### src/rtl/iencoder.sv
// RV32I instruction encoder: turns a decoded field set back into a 32-bit word
// and presents it through a small FIFO, flagging field sets with no RV32I encoding.
`ifndef IENCODER_DEFS
`define IENCODER_DEFS
`define INST_TYPE_WIDTH 4
`define FUNCT_WIDTH     5
`define REG_WIDTH       5
`define IMM_WIDTH       32
`define INST_WIDTH      32

`define INST_TYPE_IMM     4'd0
`define INST_TYPE_AUIPC   4'd1
`define INST_TYPE_JAL     4'd2
`define INST_TYPE_JALR    4'd3
`define INST_TYPE_BRANCH  4'd4
`define INST_TYPE_LOAD    4'd5
`define INST_TYPE_STORE   4'd6
`define INST_TYPE_INT_REG 4'd7
`define INST_TYPE_INT_IMM 4'd8
`define INST_TYPE_FENCE   4'd9

`define FUNCT_ADD        5'd0
`define FUNCT_SUB        5'd1
`define FUNCT_SLL        5'd2
`define FUNCT_SLT        5'd3
`define FUNCT_SLTU       5'd4
`define FUNCT_XOR        5'd5
`define FUNCT_SRL        5'd6
`define FUNCT_SRA        5'd7
`define FUNCT_OR         5'd8
`define FUNCT_AND        5'd9
`define FUNCT_SLLI       5'd10
`define FUNCT_SRLI       5'd11
`define FUNCT_SRAI       5'd12
`define FUNCT_EQ         5'd13
`define FUNCT_NEQ        5'd14
`define FUNCT_LT         5'd15
`define FUNCT_GTE        5'd16
`define FUNCT_LTU        5'd17
`define FUNCT_GTEU       5'd18
`define FUNCT_MEM_BYTE   5'd19
`define FUNCT_MEM_HWORD  5'd20
`define FUNCT_MEM_WORD   5'd21
`define FUNCT_MEM_BYTEU  5'd22
`define FUNCT_MEM_HWORDU 5'd23

`define OPCODE_LUI    7'b0110111
`define OPCODE_AUIPC  7'b0010111
`define OPCODE_JAL    7'b1101111
`define OPCODE_JALR   7'b1100111
`define OPCODE_BRANCH 7'b1100011
`define OPCODE_LOAD   7'b0000011
`define OPCODE_STORE  7'b0100011
`define OPCODE_OP     7'b0110011
`define OPCODE_OP_IMM 7'b0010011
`endif

module iencoder #(
  parameter int BUF_DEPTH = 2
) (
  input  logic                          clk,
  input  logic                          rst,
  input  logic                          in_valid,
  output logic                          in_ready,
  input  logic [`INST_TYPE_WIDTH-1:0]   inst_type,
  input  logic [`FUNCT_WIDTH-1:0]       funct,
  input  logic [`REG_WIDTH-1:0]         rd,
  input  logic [`REG_WIDTH-1:0]         rs1,
  input  logic [`REG_WIDTH-1:0]         rs2,
  input  logic [`IMM_WIDTH-1:0]         imm,
  output logic                          out_valid,
  input  logic                          out_ready,
  output logic [`INST_WIDTH-1:0]        out_inst,
  output logic                          err,
  output logic [7:0]                    err_count
);

  localparam int AW = (BUF_DEPTH > 1) ? $clog2(BUF_DEPTH) : 1;
  localparam logic [AW:0] DEPTH_C = (AW + 1)'(BUF_DEPTH);

  logic [AW:0]             count_q, count_d;
  logic [AW-1:0]           wr_ptr_q, wr_ptr_d;
  logic [AW-1:0]           rd_ptr_q, rd_ptr_d;
  logic [`INST_WIDTH-1:0]  mem_q [BUF_DEPTH];
  logic                    err_q, err_d;
  logic [7:0]              err_count_q, err_count_d;

  logic                    enc_ok;
  logic [`INST_WIDTH-1:0]  enc_word;
  logic [2:0]              f3;
  logic [6:0]              f7;
  logic [11:0]             imm12;
  logic                    accept, push, pop;

  // NOTE: combinational blocks use blocking '=' and assign every output a
  // default first, so no path leaves a variable unassigned and infers a latch.
  always_comb begin
    enc_ok   = 1'b1;
    enc_word = '0;
    f3       = 3'd0;
    f7       = 7'd0;
    imm12    = imm[11:0];
    case (inst_type)
      `INST_TYPE_IMM:   enc_word = {imm[31:12], rd, `OPCODE_LUI};
      `INST_TYPE_AUIPC: enc_word = {imm[31:12], rd, `OPCODE_AUIPC};
      `INST_TYPE_JAL:
        enc_word = {imm[20], imm[10:1], imm[11], imm[19:12], rd, `OPCODE_JAL};
      `INST_TYPE_JALR:  enc_word = {imm[11:0], rs1, 3'd0, rd, `OPCODE_JALR};
      `INST_TYPE_LOAD: begin
        case (funct)
          `FUNCT_MEM_BYTE:   f3 = 3'd0;
          `FUNCT_MEM_HWORD:  f3 = 3'd1;
          `FUNCT_MEM_WORD:   f3 = 3'd2;
          `FUNCT_MEM_BYTEU:  f3 = 3'd4;
          `FUNCT_MEM_HWORDU: f3 = 3'd5;
          default:           enc_ok = 1'b0;
        endcase
        enc_word = {imm[11:0], rs1, f3, rd, `OPCODE_LOAD};
      end
      `INST_TYPE_STORE: begin
        case (funct)
          `FUNCT_MEM_BYTE:  f3 = 3'd0;
          `FUNCT_MEM_HWORD: f3 = 3'd1;
          `FUNCT_MEM_WORD:  f3 = 3'd2;
          default:          enc_ok = 1'b0;
        endcase
        enc_word = {imm[11:5], rs2, rs1, f3, imm[4:0], `OPCODE_STORE};
      end
      `INST_TYPE_BRANCH: begin
        case (funct)
          `FUNCT_EQ:   f3 = 3'd0;
          `FUNCT_NEQ:  f3 = 3'd1;
          `FUNCT_LT:   f3 = 3'd4;
          `FUNCT_GTE:  f3 = 3'd5;
          `FUNCT_LTU:  f3 = 3'd6;
          `FUNCT_GTEU: f3 = 3'd7;
          default:     enc_ok = 1'b0;
        endcase
        enc_word = {imm[12], imm[10:5], rs2, rs1, f3, imm[4:1], imm[11], `OPCODE_BRANCH};
      end
      `INST_TYPE_INT_REG: begin
        case (funct)
          `FUNCT_ADD:  f3 = 3'd0;
          `FUNCT_SUB:  begin f3 = 3'd0; f7 = 7'd32; end
          `FUNCT_SLL:  f3 = 3'd1;
          `FUNCT_SLT:  f3 = 3'd2;
          `FUNCT_SLTU: f3 = 3'd3;
          `FUNCT_XOR:  f3 = 3'd4;
          `FUNCT_SRL:  f3 = 3'd5;
          `FUNCT_SRA:  begin f3 = 3'd5; f7 = 7'd32; end
          `FUNCT_OR:   f3 = 3'd6;
          `FUNCT_AND:  f3 = 3'd7;
          default:     enc_ok = 1'b0;
        endcase
        enc_word = {f7, rs2, rs1, f3, rd, `OPCODE_OP};
      end
      `INST_TYPE_INT_IMM: begin
        // Shift-immediates carry funct7 in the upper immediate bits.
        case (funct)
          `FUNCT_ADD:  f3 = 3'd0;
          `FUNCT_SLLI: begin f3 = 3'd1; imm12 = {7'd0, imm[4:0]}; end
          `FUNCT_SRLI: begin f3 = 3'd5; imm12 = {7'd0, imm[4:0]}; end
          `FUNCT_SRAI: begin f3 = 3'd5; imm12 = {7'd32, imm[4:0]}; end
          `FUNCT_AND:  f3 = 3'd7;
          default:     enc_ok = 1'b0;
        endcase
        enc_word = {imm12, rs1, f3, rd, `OPCODE_OP_IMM};
      end
      `INST_TYPE_FENCE: enc_word = 32'h0000000F;
      default:          enc_ok = 1'b0;
    endcase
  end

  assign in_ready  = (count_q < DEPTH_C);
  assign out_valid = (count_q != '0);
  assign out_inst  = out_valid ? mem_q[rd_ptr_q] : '0;
  assign err       = err_q;
  assign err_count = err_count_q;

  assign accept = in_valid && in_ready;
  assign push   = accept && enc_ok;
  assign pop    = out_valid && out_ready;

  always_comb begin
    count_d     = count_q;
    wr_ptr_d    = wr_ptr_q;
    rd_ptr_d    = rd_ptr_q;
    err_d       = accept && !enc_ok;
    err_count_d = err_count_q;
    if (push) wr_ptr_d = wr_ptr_q + 1'b1;
    if (pop)  rd_ptr_d = rd_ptr_q + 1'b1;
    case ({push, pop})
      2'b10:   count_d = count_q + 1'b1;
      2'b01:   count_d = count_q - 1'b1;
      default: count_d = count_q;
    endcase
    if (err_d && (err_count_q != 8'hFF)) err_count_d = err_count_q + 8'd1;
  end

  // NOTE: sequential state uses non-blocking '<=' so every flop samples the
  // pre-edge values, independent of statement order.
  always_ff @(posedge clk or negedge rst) begin
    if (!rst) begin
      count_q     <= '0;
      wr_ptr_q    <= '0;
      rd_ptr_q    <= '0;
      err_q       <= 1'b0;
      err_count_q <= 8'd0;
    end else begin
      count_q     <= count_d;
      wr_ptr_q    <= wr_ptr_d;
      rd_ptr_q    <= rd_ptr_d;
      err_q       <= err_d;
      err_count_q <= err_count_d;
    end
  end

  // NOTE: the storage array has no reset; out_inst is masked to zero while
  // the buffer is empty, so stale contents are never visible.
  always_ff @(posedge clk) begin
    if (push) mem_q[wr_ptr_q] <= enc_word;
  end

endmodule

### config.mk
export PLATFORM = sky130hd
export DESIGN_NAME = iencoder
export DESIGN_NICKNAME = d
export VERILOG_FILES = /design/src/rtl/iencoder.sv
export SDC_FILE = /design/constraint.sdc
export NUM_CORES = 1
export LEC_CHECK = 0
export ABC_CLOCK_PERIOD_IN_PS = 4400
export CAP_MARGIN = 20
export CORE_ASPECT_RATIO = 0.8
export CORE_MARGIN = 10
export CORE_UTILIZATION = 30
export DETAILED_ROUTE_END_ITERATION = 8
export HOLD_SLACK_MARGIN = 0.06
export SYNTH_ARGS = -nofsm -noshare
export SYNTH_HDL_FRONTEND = slang
export SYNTH_SLANG_ARGS = --single-unit
### constraint.sdc
create_clock -name clk -period 4.4 [get_ports clk]
set_clock_uncertainty 0.1 [all_clocks]
set_input_delay 0.88 -clock clk [delete_from_list [all_inputs] [get_ports clk]]
set_output_delay 0.88 -clock clk [all_outputs]
set_load 0.02 [all_outputs]
# ---- After elaboration in Yosys (flattened, before gate mapping)
# Memory sizes are Yosys's and may differ from the RTL's.
# Index checks and enable logic that the tools add are counted.
dict set report op_classes {
  n_addsub 5
  order_cmp 1
  n_eq_ne 35
  mux 18
  reduce_logical 20
}
# operator count
set ops {}
lappend ops {{$pmux W32 S10} 1}
lappend ops {{$eq A5 B4 Y1 const B} 8}
lappend ops {{$eq A5 B5 Y1 const B} 8}
lappend ops {{$mux W32} 1}
lappend ops {{$pmux W12 S2} 1}
lappend ops {{$pmux W3 S7} 1}
lappend ops {{$eq A5 B3 Y1 const B} 4}
lappend ops {{$eq A4 B3 Y1 const B} 4}
lappend ops {{$pmux W3 S5} 1}
lappend ops {{$reduce_or A5 Y1} 3}
lappend ops {{$pmux W3 S4} 1}
lappend ops {{$eq A5 B2 Y1 const B} 2}
lappend ops {{$reduce_or A10 Y1} 1}
lappend ops {{$pmux W3 S3} 1}
lappend ops {{$add A8 B1 Y8 const B} 1}
lappend ops {{$eq A4 B2 Y1 const B} 2}
lappend ops {{$eq A4 B4 Y1 const B} 2}
lappend ops {{$ne A8 B8 Y1 const B} 1}
lappend ops {{$pmux W2 S2} 2}
lappend ops {{$reduce_or A2 Y1} 4}
lappend ops {{$mux W1} 7}
lappend ops {{$mux W6} 1}
lappend ops {{$pmux W1 S6} 1}
lappend ops {{$reduce_or A6 Y1} 1}
lappend ops {{other kinds (14)} 20}
dict set report totals {
  register_bits 13
  ramBits 64
  input_bits 60
  out_inout_bits 43
  word_cells 85
  n_memories 1
}
# name depth width rd rd_clocked_by_memory_dff wr line_no
set mem_list {}
lappend mem_list {mem_q 2 32 1 0 1 84} ;# logic [`INST_WIDTH-1:0] mem_q [BUF_DEPTH];

# ---- Logic depth before layout (Yosys ltp)
# Gate-level depths: netlist of the first run.
dict set report depth {
  word_depth 7
  ltp_mapped 12
  depth_no_buf 10
}

# ---- Worst setup path after synthesis of the first run
# No wires, ideal clock.
dict set report synth_path {
  path_kind {input port to flip-flop}
  from {input port funct[4]}
  to {memory mem_q[0][10] (netlist bit) (enable)}
  setup_time_ps 423
  arrival_ps 3614
  t_required_ps 3877
  setup_slack_ps 264
  stages 7
  path_buffers 1
  cell_sequence {buf_6 and3b_4 a31oi_1 a2111oi_4 nor3_4 a21oi_2 nor2b_1}
}
dict set report synth_between {
  elab_chain_cells 7
  word_cells_on_any_way 38
  cone_classes {eq/ne (23); mux (8); reduce/logical (7)}
}
# element line_no
set synth_lines {}
lappend synth_lines {{start: declaration} 66} ;# input logic [`FUNCT_WIDTH-1:0] funct,
lappend synth_lines {{$eq A5 B4 Y1, or another cell as far along} {142, 159}}
lappend synth_lines {{$reduce_or A10 Y1 (no source line), or another cell as far along} --}
lappend synth_lines {{$mux W1 (on tied branches)} --}
lappend synth_lines {{$pmux W1 S6 *} 103} ;# case (inst_type)
lappend synth_lines {{$logic_and A1 B1 Y1 *} 181} ;# assign push = accept && enc_ok;
lappend synth_lines {{$mux W1 *} 221} ;# if (push) mem_q[wr_ptr_q] <= enc_word;
lappend synth_lines {{$mux W1 (implied by the code) *} 221}
lappend synth_lines {{end: declaration} 84}
# Every way passes the cells marked *; elsewhere a longest branch is shown, timed or not.

# ---- Worst setup path in the final report of the first run
dict set report layout_path {
  from {input port inst_type[2]}
  to {memory mem_q[0][13] (netlist bit) (enable)}
}
dict set report layout_between {
  elab_chain_cells 6
  word_cells_on_any_way 15
  cone_classes {eq/ne (9); mux (3); reduce/logical (3)}
}
# element line_no
set layout_lines {}
lappend layout_lines {{start: declaration} 65} ;# input logic [`INST_TYPE_WIDTH-1:0] inst_type,
lappend layout_lines {{$eq A4 B4 Y1, or another cell as far along} 103}
lappend layout_lines {{$reduce_or A5 Y1 (no source line)} --}
lappend layout_lines {{$pmux W1 S6 *} 103}
lappend layout_lines {{$logic_and A1 B1 Y1 *} 181}
lappend layout_lines {{$mux W1 *} 221}
lappend layout_lines {{$mux W1 (implied by the code) *} 221}
# Marked as above.

==> impl_metrics.json, run 1 <==
{
  "drv_slew": 0,
  "final_cells": 668,
  "drive_gt1_frac": 0.09221,
  "clkSinkCount": 75,
  "postRouteWirelength_um": 11700,
  "worstMarginPinSlew_ps": 962.0,
  "slew_headroom": 0.3587,
  "cellPowerDensity_nw_per_um2": 509.6,
  "synthCells": 385,
  "first_pass_iters": 6,
  "rsz0062_at_grt": "false",
  "gr-usage-all-layers": 0.1227,
  "cts_tree": "yes",
  "synth_area_per_cell_um2": 10.71,
  "h-tree-depth": 3,
  "drt-initial-drc-count": 290,
  "power_uw": 2873,
  "gp_congestion": 0.8839,
  "final-setup-viol-count": 0,
  "timing.final.crit_share": 0.8089,
  "clk_latency_ps": 330,
  "critical_path.startpoint_type": "primary input",
  "cts_buffers": 9,
  "endpoint_kind": "register",
  "crit_type": "in -> reg",
  "ys_seq_area_frac": 0.5305,
  "core-area_um2": 13500,
  "synth_ff_type": "edfxtp_1",
  "vias": 3323,
  "dp_hpwl_um": 8843,
  "cap_viol_max_count": 0,
  "diodes": 0,
  "ys_ff_latch": 75,
  "synth_top_area_frac": 0.4516,
  "dieWidth_um": 151.1,
  "cts-resized-gates": 0,
  "finalWorstPathRequiredPeriod_ps": 3559,
  "fmax_mhz": 281.0,
  "area.growth.synth_to_final_pct": 36.75,
  "yosysMostFrequentCell": "edfxtp_1",
  "dieArea_um2": 18860,
  "yosysWarningCount": 0,
  "crit_fanout": 19,
  "die_h_um": 124.9,
  "final_nets": 545,
  "hp-start": "err_count[5]",
  "cts-hold-fix-buffers": 0,
  "grt_start_max_net_pins": 33,
  "async_flop_share": 0.1733,
  "post-cts-setup-buffers": 0,
  "vdd_ir_drop_max_mv": 0.2113,
  "synth-edff-count": 62,
  "synth_area_um2": 4123,
  "vias_per_cell": 4.975,
  "grt_pass1_wl_um": 18430,
  "outcome": "finished, final reports clean",
  "synth.top_cells.by_count": "edfxtp_1, nor2_1, mux2i_1",
  "grt_pass1_vias": 3491,
  "rows": 38,
  "start_util": 0.3053,
  "drc": 0,
  "root_buffer": "clkbuf_16",
  "cts_max_path_buffers": 2,
  "hold_viol_final": 0,
  "fin_setup_tns_ps": 0,
  "holdWs_ps": 405.6,
  "arrival_ps": 3490,
  "hp-class": "reg -> reg",
  "postRouteAntennaNets": 0,
  "p_leak_uw": 0.002098,
  "r2r_start": "err_count[0]",
  "syn_nets": 447,
  "gr-total-overflow": 0,
  "cts.clk_slew.worst_paths_ps": 60,
  "wire_per_inst_um": 17.51,
  "fillers": 1289,
  "critPathRequiredTime_ps": 4330,
  "startpoint": "inst_type[2]",
  "synth.area.top_cells": "edfxtp_1, dfrtp_1, mux2i_1",
  "io_pins": 103,
  "synth_cell_types": 59,
  "utilization": 0.4175,
  "yosysTopAreaCell": "edfxtp_1",
  "antenna_found_initial": 0,
  "post-place-cells": 652,
  "portBuffers": 102
}
-- worst max-delay path, cell delays in order --
cell	delay, ps
clkdlybuf4s50_1	750
nor2b_1	220
o21ai_1	140
o21ai_0	450
nor2_1	130
a21oi_2	240
nor2b_4	430
buf_12	230
-- cell type report --
type                    count  area (um2)  share of cell area
well taps                 180       225.2             0.03995
repair buffers            114        1124              0.1993
inverters                  11       41.29            0.007324
clock buffers              10       250.2             0.04439
multi-input cells         272        1773              0.3145
clock inverters             6       36.28            0.006436
flip-flops and latches     75        2188              0.3881
-- cells by family after synthesis --
family | share of synthesized area
flip-flops | 0.5305
adder cells (fa/ha/maj) | 0.006069
XOR/XNOR | 0.02762
AND/OR/NAND/NOR | 0.1751
buffers and inverters | 0.04188
multiplexers | 0.08437
AO/OA/AOI/OAI | 0.1345
-- state kept, by name, summed over array words and instances, names as in the netlist --
register and flops:
err_count 8, count_q 2, mem_q 62, err 1, wr_ptr_q 1, rd_ptr_q 1
-- per-stage QoR --
| step | worst slack, ps | area, um2 |
|---|---|---|
| 2_1_floorplan | 263.7 | 4123 |
| 3_3_place_gp | 595.2 | 5351 |
| 3_5_place_dp | 532.9 | 5351 |
| 4_1_cts | 867.0 | 5638 |
| 5_1_grt | 623.6 | 5638 |
| 6_report | 840.8 | 5638 |
-- placed cells by master (no fill, tap or decap), types with 5 or more instances in the layout --
cell             count
mux2i_1             31
nand3_1              8
clkdlybuf4s50_1    102
nor2_1              54
a22oi_1              7
edfxtp_1            62
nor2b_1             14
a22o_1               5
buf_4               11
o21ai_0             15
xnor2_1             10
clkbuf_16           10
dfrtp_1             12
nand2_1             24
a21oi_1             27
nand2b_1             5
inv_1               11
nor3_1               7
-- final timing paths --
kind | end | slack [ps] | cells past startpoint
hold reg to reg | err_count[5] | 410 | 1
setup / recovery | mem_q[0][13] | 840 | 8
min in group asynchronous | err_count[1] | 820 | 1
setup reg to reg | err_count[7] | 2210 | 6
max in group asynchronous | rd_ptr_q | 2950 | 1
hold / removal | err_count[5] | 410 | 1
-- power by group --
| part | internal [uW] | switching, uW |
|---|---|---|
| sequential | 870 | 131 |
| combinational | 574 | 607 |
| clock | 414 | 277 |
-- per-layer routing --
layer	global-route usage	vias up	part of all wire	wire (um)
li1	-	1607	-	-
met1	0.1541	1595	0.46	5347
met2	0.1944	107	0.46	5412
met3	0.04321	14	0.070	818
met4	0.03279	0	0.010	122
met5	0	-	0	0
Note: power is estimated with default switching activity, not from simulation.
==> run 2: changes to the inputs <==
--- a/config.mk
+++ b/config.mk
@@ -5,7 +5,7 @@
 export SDC_FILE = /design/constraint.sdc
 export NUM_CORES = 1
 export LEC_CHECK = 0
-export ABC_CLOCK_PERIOD_IN_PS = 4400
+export ABC_CLOCK_PERIOD_IN_PS = 3500
 export CAP_MARGIN = 20
 export CORE_ASPECT_RATIO = 0.8
 export CORE_MARGIN = 10
==> constraint.sdc (replaced) <==
create_clock -name clk -period 3.5 [get_ports clk]
set_clock_uncertainty 0.1 [all_clocks]
set_input_delay 0.7 -clock clk [delete_from_list [all_inputs] [get_ports clk]]
set_output_delay 0.7 -clock clk [all_outputs]
set_load 0.02 [all_outputs]
==> run 2 against run 1 <==
Global-route usage increased by 0.90 points. Count of clock-buffer cells in the layout increased by 2. First-iteration DRC count down 1.4%. Die area unchanged. Critical path depth grew 3. Register-to-register slack worse by 880 ps. Sequential share of layout area down 0.97 points.
==> impl_metrics.json, run 2 (synthesis gave the netlist of run 1 again) <==
{
  "outcome": "finished, final reports clean",
  "hp-class": "reg -> reg",
  "final-setup-viol-count": 0,
  "hold_viol_final": 0,
  "grt_pass1_vias": 3550,
  "rsz0062_at_grt": "false",
  "critPathRequiredTime_ps": 3650,
  "cap_viol_max_count": 0,
  "slew_headroom": 0.5369,
  "gr-usage-all-layers": 0.1317,
  "drive_gt1_frac": 0.1131,
  "dp_hpwl_um": 9217,
  "critical_path.startpoint_type": "primary input",
  "drc": 0,
  "antenna_found_initial": 0,
  "portBuffers": 102,
  "root_buffer": "clkbuf_16",
  "crit_fanout": 8,
  "dieWidth_um": 151.1,
  "first_pass_iters": 7,
  "io_pins": 103,
  "setup_ws_ps": 472.0,
  "clk_latency_ps": 330,
  "vdd_ir_drop_max_mv": 0.5407,
  "layout_common_cells": "clkdlybuf4s50_1, edfxtp_1, nor2_1",
  "die_h_um": 124.9,
  "dpl-instance-area_um2": 5497,
  "largest_reg_flops": 62,
  "grt_pass1_wl_um": 19700,
  "final_common_cell": "clkdlybuf4s50_1",
  "gp_congestion": 0.8731,
  "arrival_ps": 3180,
  "crit_type": "in -> reg",
  "fmax_mhz": 330.3,
  "power_uw": 3687,
  "clkSinkCount": 75,
  "diodes": 0,
  "post-cts-setup-buffers": 0,
  "fin_setup_tns_ps": 0,
  "cts_buffers": 9,
  "endpoint_kind": "register",
  "post-place-cells": 668,
  "vias_per_cell": 5.015,
  "core-area_um2": 13500,
  "place_ws_ps": 154.1,
  "cellPowerDensity_nw_per_um2": 637.6,
  "fillers": 1311,
  "cts_tree": "yes",
  "cts.clk_slew.worst_paths_ps": 60,
  "crit_slowest_cell": "clkdlybuf4s50_1",
  "cts_max_path_buffers": 2,
  "area.growth.synth_to_final_pct": 40.27,
  "postRouteWirelength_um": 12210,
  "cts-hold-fix-buffers": 0,
  "dieArea_um2": 18860,
  "multiInputGateArea_um2": 1773,
  "fin_area_um2": 5783,
  "finalWorstPathRequiredPeriod_ps": 3028,
  "largest_register": "mem_q",
  "grt_start_max_net_pins": 33,
  "postRouteAntennaNets": 0,
  "vias": 3430,
  "wire_per_inst_um": 17.85,
  "final_nets": 561,
  "drt-initial-drc-count": 286,
  "worstMarginPinSlew_ps": 685.9,
  "start_util": 0.3053,
  "cts-resized-gates": 0,
  "cp_slowest_stage_delay_ps": 460,
  "drv_slew": 0,
  "r2r_slack_ps": 1330,
  "cp.buffers_inverters": 3,
  "p_leak_uw": 0.002172,
  "cp_common_cell": "nor2_1",
  "cpLargestDelayFamily": "buffers and inverters",
  "final_cells": 684,
  "rows": 38,
  "gr-total-overflow": 0,
  "seq_area_um2": 2188,
  "path_cells": "clkdlybuf4s50_1 > buf_4 > nor2_1 > nand3_1 > a2111oi_4 > nor3_4 > a21oi_2 > inv_1 > ha_1 > nor2_1 > xnor2_1",
  "h-tree-depth": 3,
  "timing.final.crit_share": 0.8651
}
==> run 2: layer usage <==
layer,part of all wire,track usage,up-vias
met5,0,0,-
met4,0.015,0.03505,0
met3,0.074,0.03958,15
met2,0.45,0.1960,132
met1,0.46,0.1804,1640
li1,-,-,1643
==> run 2: layout make-up <==
cell class              count  area share
well taps                 180     0.03894
inverters                  11    0.007140
multi-input cells         272      0.3066
repair buffers            130      0.2194
flip-flops and latches     75      0.3784
clock buffers              12     0.04089
clock inverters             4    0.008654
==> run 2: metrics by stage <==
stage | utilization | hold WS [ps]
2_1_floorplan | - | 304.4
3_3_place_gp | 0.4071 | 384.4
3_5_place_dp | 0.4071 | 382.4
4_1_cts | 0.4283 | 398.4
5_1_grt | 0.4283 | 420.6
6_report | 0.4283 | 397.0
==> run 2: worst paths after layout <==
path / endpoint / cells after the start / startpoint
setup reg to reg: err_count[7] / 6 / err_count[0]
max in group asynchronous: rd_ptr_q / 1 / rst
min in group asynchronous: err_count[1] / 1 / rst
setup / recovery: count_q[1] / 11 / funct[2]
hold / removal: err_count[5] / 1 / err_count[5]
hold reg to reg: err_count[5] / 1 / err_count[5]
==> run 2: report_power, final <==
| part | switching [uW] | internal, uW | leakage (uW) |
|---|---|---|---|
| Clock | 341 | 553 | 0.000135 |
| Combinational | 872 | 753 | 0.00130 |
| Sequential | 73.9 | 1100 | 0.000734 |
==> run 2: worst reg2reg max path, stage by stage, from the launching register on <==
cell and delay (ps):
dfrtp_1 420, ha_1 250, and3_1 190, a31o_2 250
nor4_1 500, nand4_1 190, xnor2_1 150
==> run 3: changes to the inputs <==
--- a/config.mk
+++ b/config.mk
@@ -5,6 +5,7 @@
 export SDC_FILE = /design/constraint.sdc
 export NUM_CORES = 1
 export LEC_CHECK = 0
+export ABC_AREA = 0
 export ABC_CLOCK_PERIOD_IN_PS = 3500
 export CAP_MARGIN = 20
 export CORE_ASPECT_RATIO = 0.8
==> results of run 3 <==
Same layout as run 2: the final DEF is identical, and so are final timing and power.
==> patch (flow settings as in run 2) <==
Register the output `err_count` once more; this adds one clock of latency there. The other outputs are not delayed to match.
--- a/src/rtl/iencoder.sv
+++ b/src/rtl/iencoder.sv
@@ -175,7 +175,9 @@
   assign out_valid = (count_q != '0);
   assign out_inst  = out_valid ? mem_q[rd_ptr_q] : '0;
   assign err       = err_q;
-  assign err_count = err_count_q;
+  always_ff @(posedge clk) begin
+    err_count <= err_count_q;
+  end
 
   assign accept = in_valid && in_ready;
   assign push   = accept && enc_ok;
Check against the original RTL: not equivalent (Yosys sat finds a counterexample within 4 cycles, from zero or initial values and one cycle with rst low).
==> patch against run 2 <==
Area after synthesis up 3.6%. Sequential cell count up 8. Setup slack better by 0.0068 ns. Critical path depth down 7. Routed wire length down 1.9%. Worst hold slack worse by 0.075 ns. Via count down 0.96%. Largest cell class unchanged. Global-route usage down 0.94 points. Total power up 4.5%. Cell area up 2.5%. Largest power group unchanged. Count of clock-buffer cells in the layout down 1.
==> patch: results (changes against run 2) <==
{
  "run_status": {"value": "complete, no violations"},
  "synth.net_count": {"value": 463, "change": "+3.6%"},
  "numPlacedInstances": {"value": 678, "change": "+1.5%"},
  "data_arrival_time_of_the_critical_path": {"value": 2.22, "unit": "ns", "change": "-0.96 ns"},
  "fillers": {"value": 1303, "change": "-0.61%"},
  "hpwlAfterDp": {"value": 9240, "unit": "um", "change": "+0.29%"},
  "drt-wirelength-per-cell": {"value": 17.3, "unit": "um", "change": "-3.3%"},
  "finalWeightedCongestion": {"value": 0.866, "change": "-0.77%"},
  "io_buffer_count": {"value": 102, "change": "unchanged"},
  "synth_commonest_cells": {"value": "sky130_fd_sc_hd__nor2_1, sky130_fd_sc_hd__edfxtp_1, sky130_fd_sc_hd__mux2i_1"},
  "yosys.cell_types.count": {"value": 52, "change": "-12%"},
  "postSynthCellCount": {"value": 401, "change": "+4.2%"},
  "master_of_the_slowest_instance_on_the_critical_path": {"value": "sky130_fd_sc_hd__dfrtp_2"},
  "stdcell_area": {"value": 0.00593, "unit": "mm2", "change": "+2.5%"},
  "global_route_total_usage_across_every_layer": {"value": 12.2, "unit": "%", "change": "-0.94 points"},
  "main_area_contributors_after_synthesis": {"value": "sky130_fd_sc_hd__edfxtp_1, sky130_fd_sc_hd__dfrtp_1, sky130_fd_sc_hd__mux2i_1"},
  "drt-initial-drc-count": {"value": 296, "change": "+3.5%"},
  "timing.critical_path.slowest_cell_delay": {"value": 0.80, "unit": "ns", "change": "+0.34 ns"},
  "synth.yosys.seq_area_share": {"value": 55.0, "unit": "%", "change": "+1.9 points"},
  "grt_first_pass_wirelength": {"value": 19200, "unit": "um", "change": "-2.3%"},
  "num-nets-final": {"value": 571, "change": "+1.8%"},
  "synth-edff-count": {"value": 62, "change": "unchanged"},
  "tritonroute_pass_1_iters": {"value": 5, "change": "-2"},
  "first_global_vias": {"value": 3511, "change": "-1.1%"},
  "vias_per_cell": {"value": 4.89, "change": "-2.4%"},
  "vdd.ir_drop.worst": {"value": 0.354, "unit": "mV", "change": "-35%"},
  "place_worst_setup_slack": {"value": 0.165, "unit": "ns", "change": "+0.0109 ns"},
  "leakagePower": {"value": 2.25, "unit": "nW", "change": "+3.5%"},
  "r2r_slack": {"value": 1.66, "unit": "ns", "change": "+0.33 ns"},
  "post_cts.resized_instances": {"value": 0, "change": "unchanged"},
  "layout-drive-gt1-share": {"value": 9.53, "unit": "%", "change": "-1.8 points"},
  "synth_async_sr_flop_share": {"value": 15.7, "unit": "%", "change": "-1.7 points"},
  "synthesis.yosys.warnings": {"value": 0, "change": "unchanged"},
  "post_dp_cell_area": {"value": 0.00561, "unit": "mm2", "change": "+2.0%"},
  "max_slew.worst_pin.slew": {"value": 0.745, "unit": "ns", "change": "+0.0591 ns"},
  "finalCritPeriodShare": {"value": 86.3, "unit": "%", "change": "-0.19 points"},
  "fin_worst_hold_slack": {"value": 0.322, "unit": "ns", "change": "-0.0747 ns"},
  "vias": {"value": 3397, "change": "-0.96%"},
  "critical_path_peak_fanout": {"value": 21, "change": "+13"}
}
-- patch: cell count changes after synthesis, sizes merged, moves of 6 or more --
cell	change
a21oi	-7
dfxtp	+8
nand3	+6
nor2	+8
-- patch: logic make-up (layout without fill, tap and decap cells) --
logic type	count (synthesis)	in the layout	share of synthesized area, %
buffers and inverters	42	155	4.33
AO/OA/AOI/OAI	74	74	11.7
adder cells (fa/ha/maj)	2	2	0.586
XOR/XNOR	14	14	2.87
multiplexers	35	35	8.29
flip-flops	83	83	55.0
AND/OR/NAND/NOR	151	151	17.3
-- patch: per-layer routing --
| metal | routed length, um | part of all wire, % | up-vias | GRT usage [%] |
|---|---|---|---|---|
| li1 | - | - | 1674 | - |
| met1 | 5390 | 45 | 1608 | 15.7 |
| met2 | 5620 | 47 | 108 | 19.8 |
| met3 | 857 | 7.2 | 7 | 2.70 |
| met4 | 111 | 0.93 | 0 | 4.49 |
| met5 | 0 | 0 | - | 0 |
-- patch: worst paths after layout --
path	start	end	depth (start not counted)
max in group asynchronous	rst	rd_ptr_q	1
setup / recovery	rd_ptr_q	out_inst[5]	4
setup reg to reg	err_count_q[0]	err_count_q[1]	6
hold reg to reg	err_count_q[1]	err_count[1]	0
min in group asynchronous	rst	err_count_q[3]	1
hold / removal	err_count_q[1]	err_count[1]	0
-- patch: cell type report --
class,count,share of cell area (%)
clock buffer,11,4.65
clock inverter,5,0.739
inverter,12,0.760
multi-input combinational,276,29.4
sequential,83,39.6
tap,180,3.80
timing repair buffer,127,21.0
-- patch: power by group --
group / internal (mW) / total, mW / switching, mW / leakage (nW)
Clock: 0.578 / 0.965 / 0.387 / 0.159
Combinational: 0.747 / 1.54 / 0.795 / 1.29
Sequential: 1.21 / 1.35 / 0.135 / 0.799
Total: 2.54 / 3.85 / 1.32 / 2.25
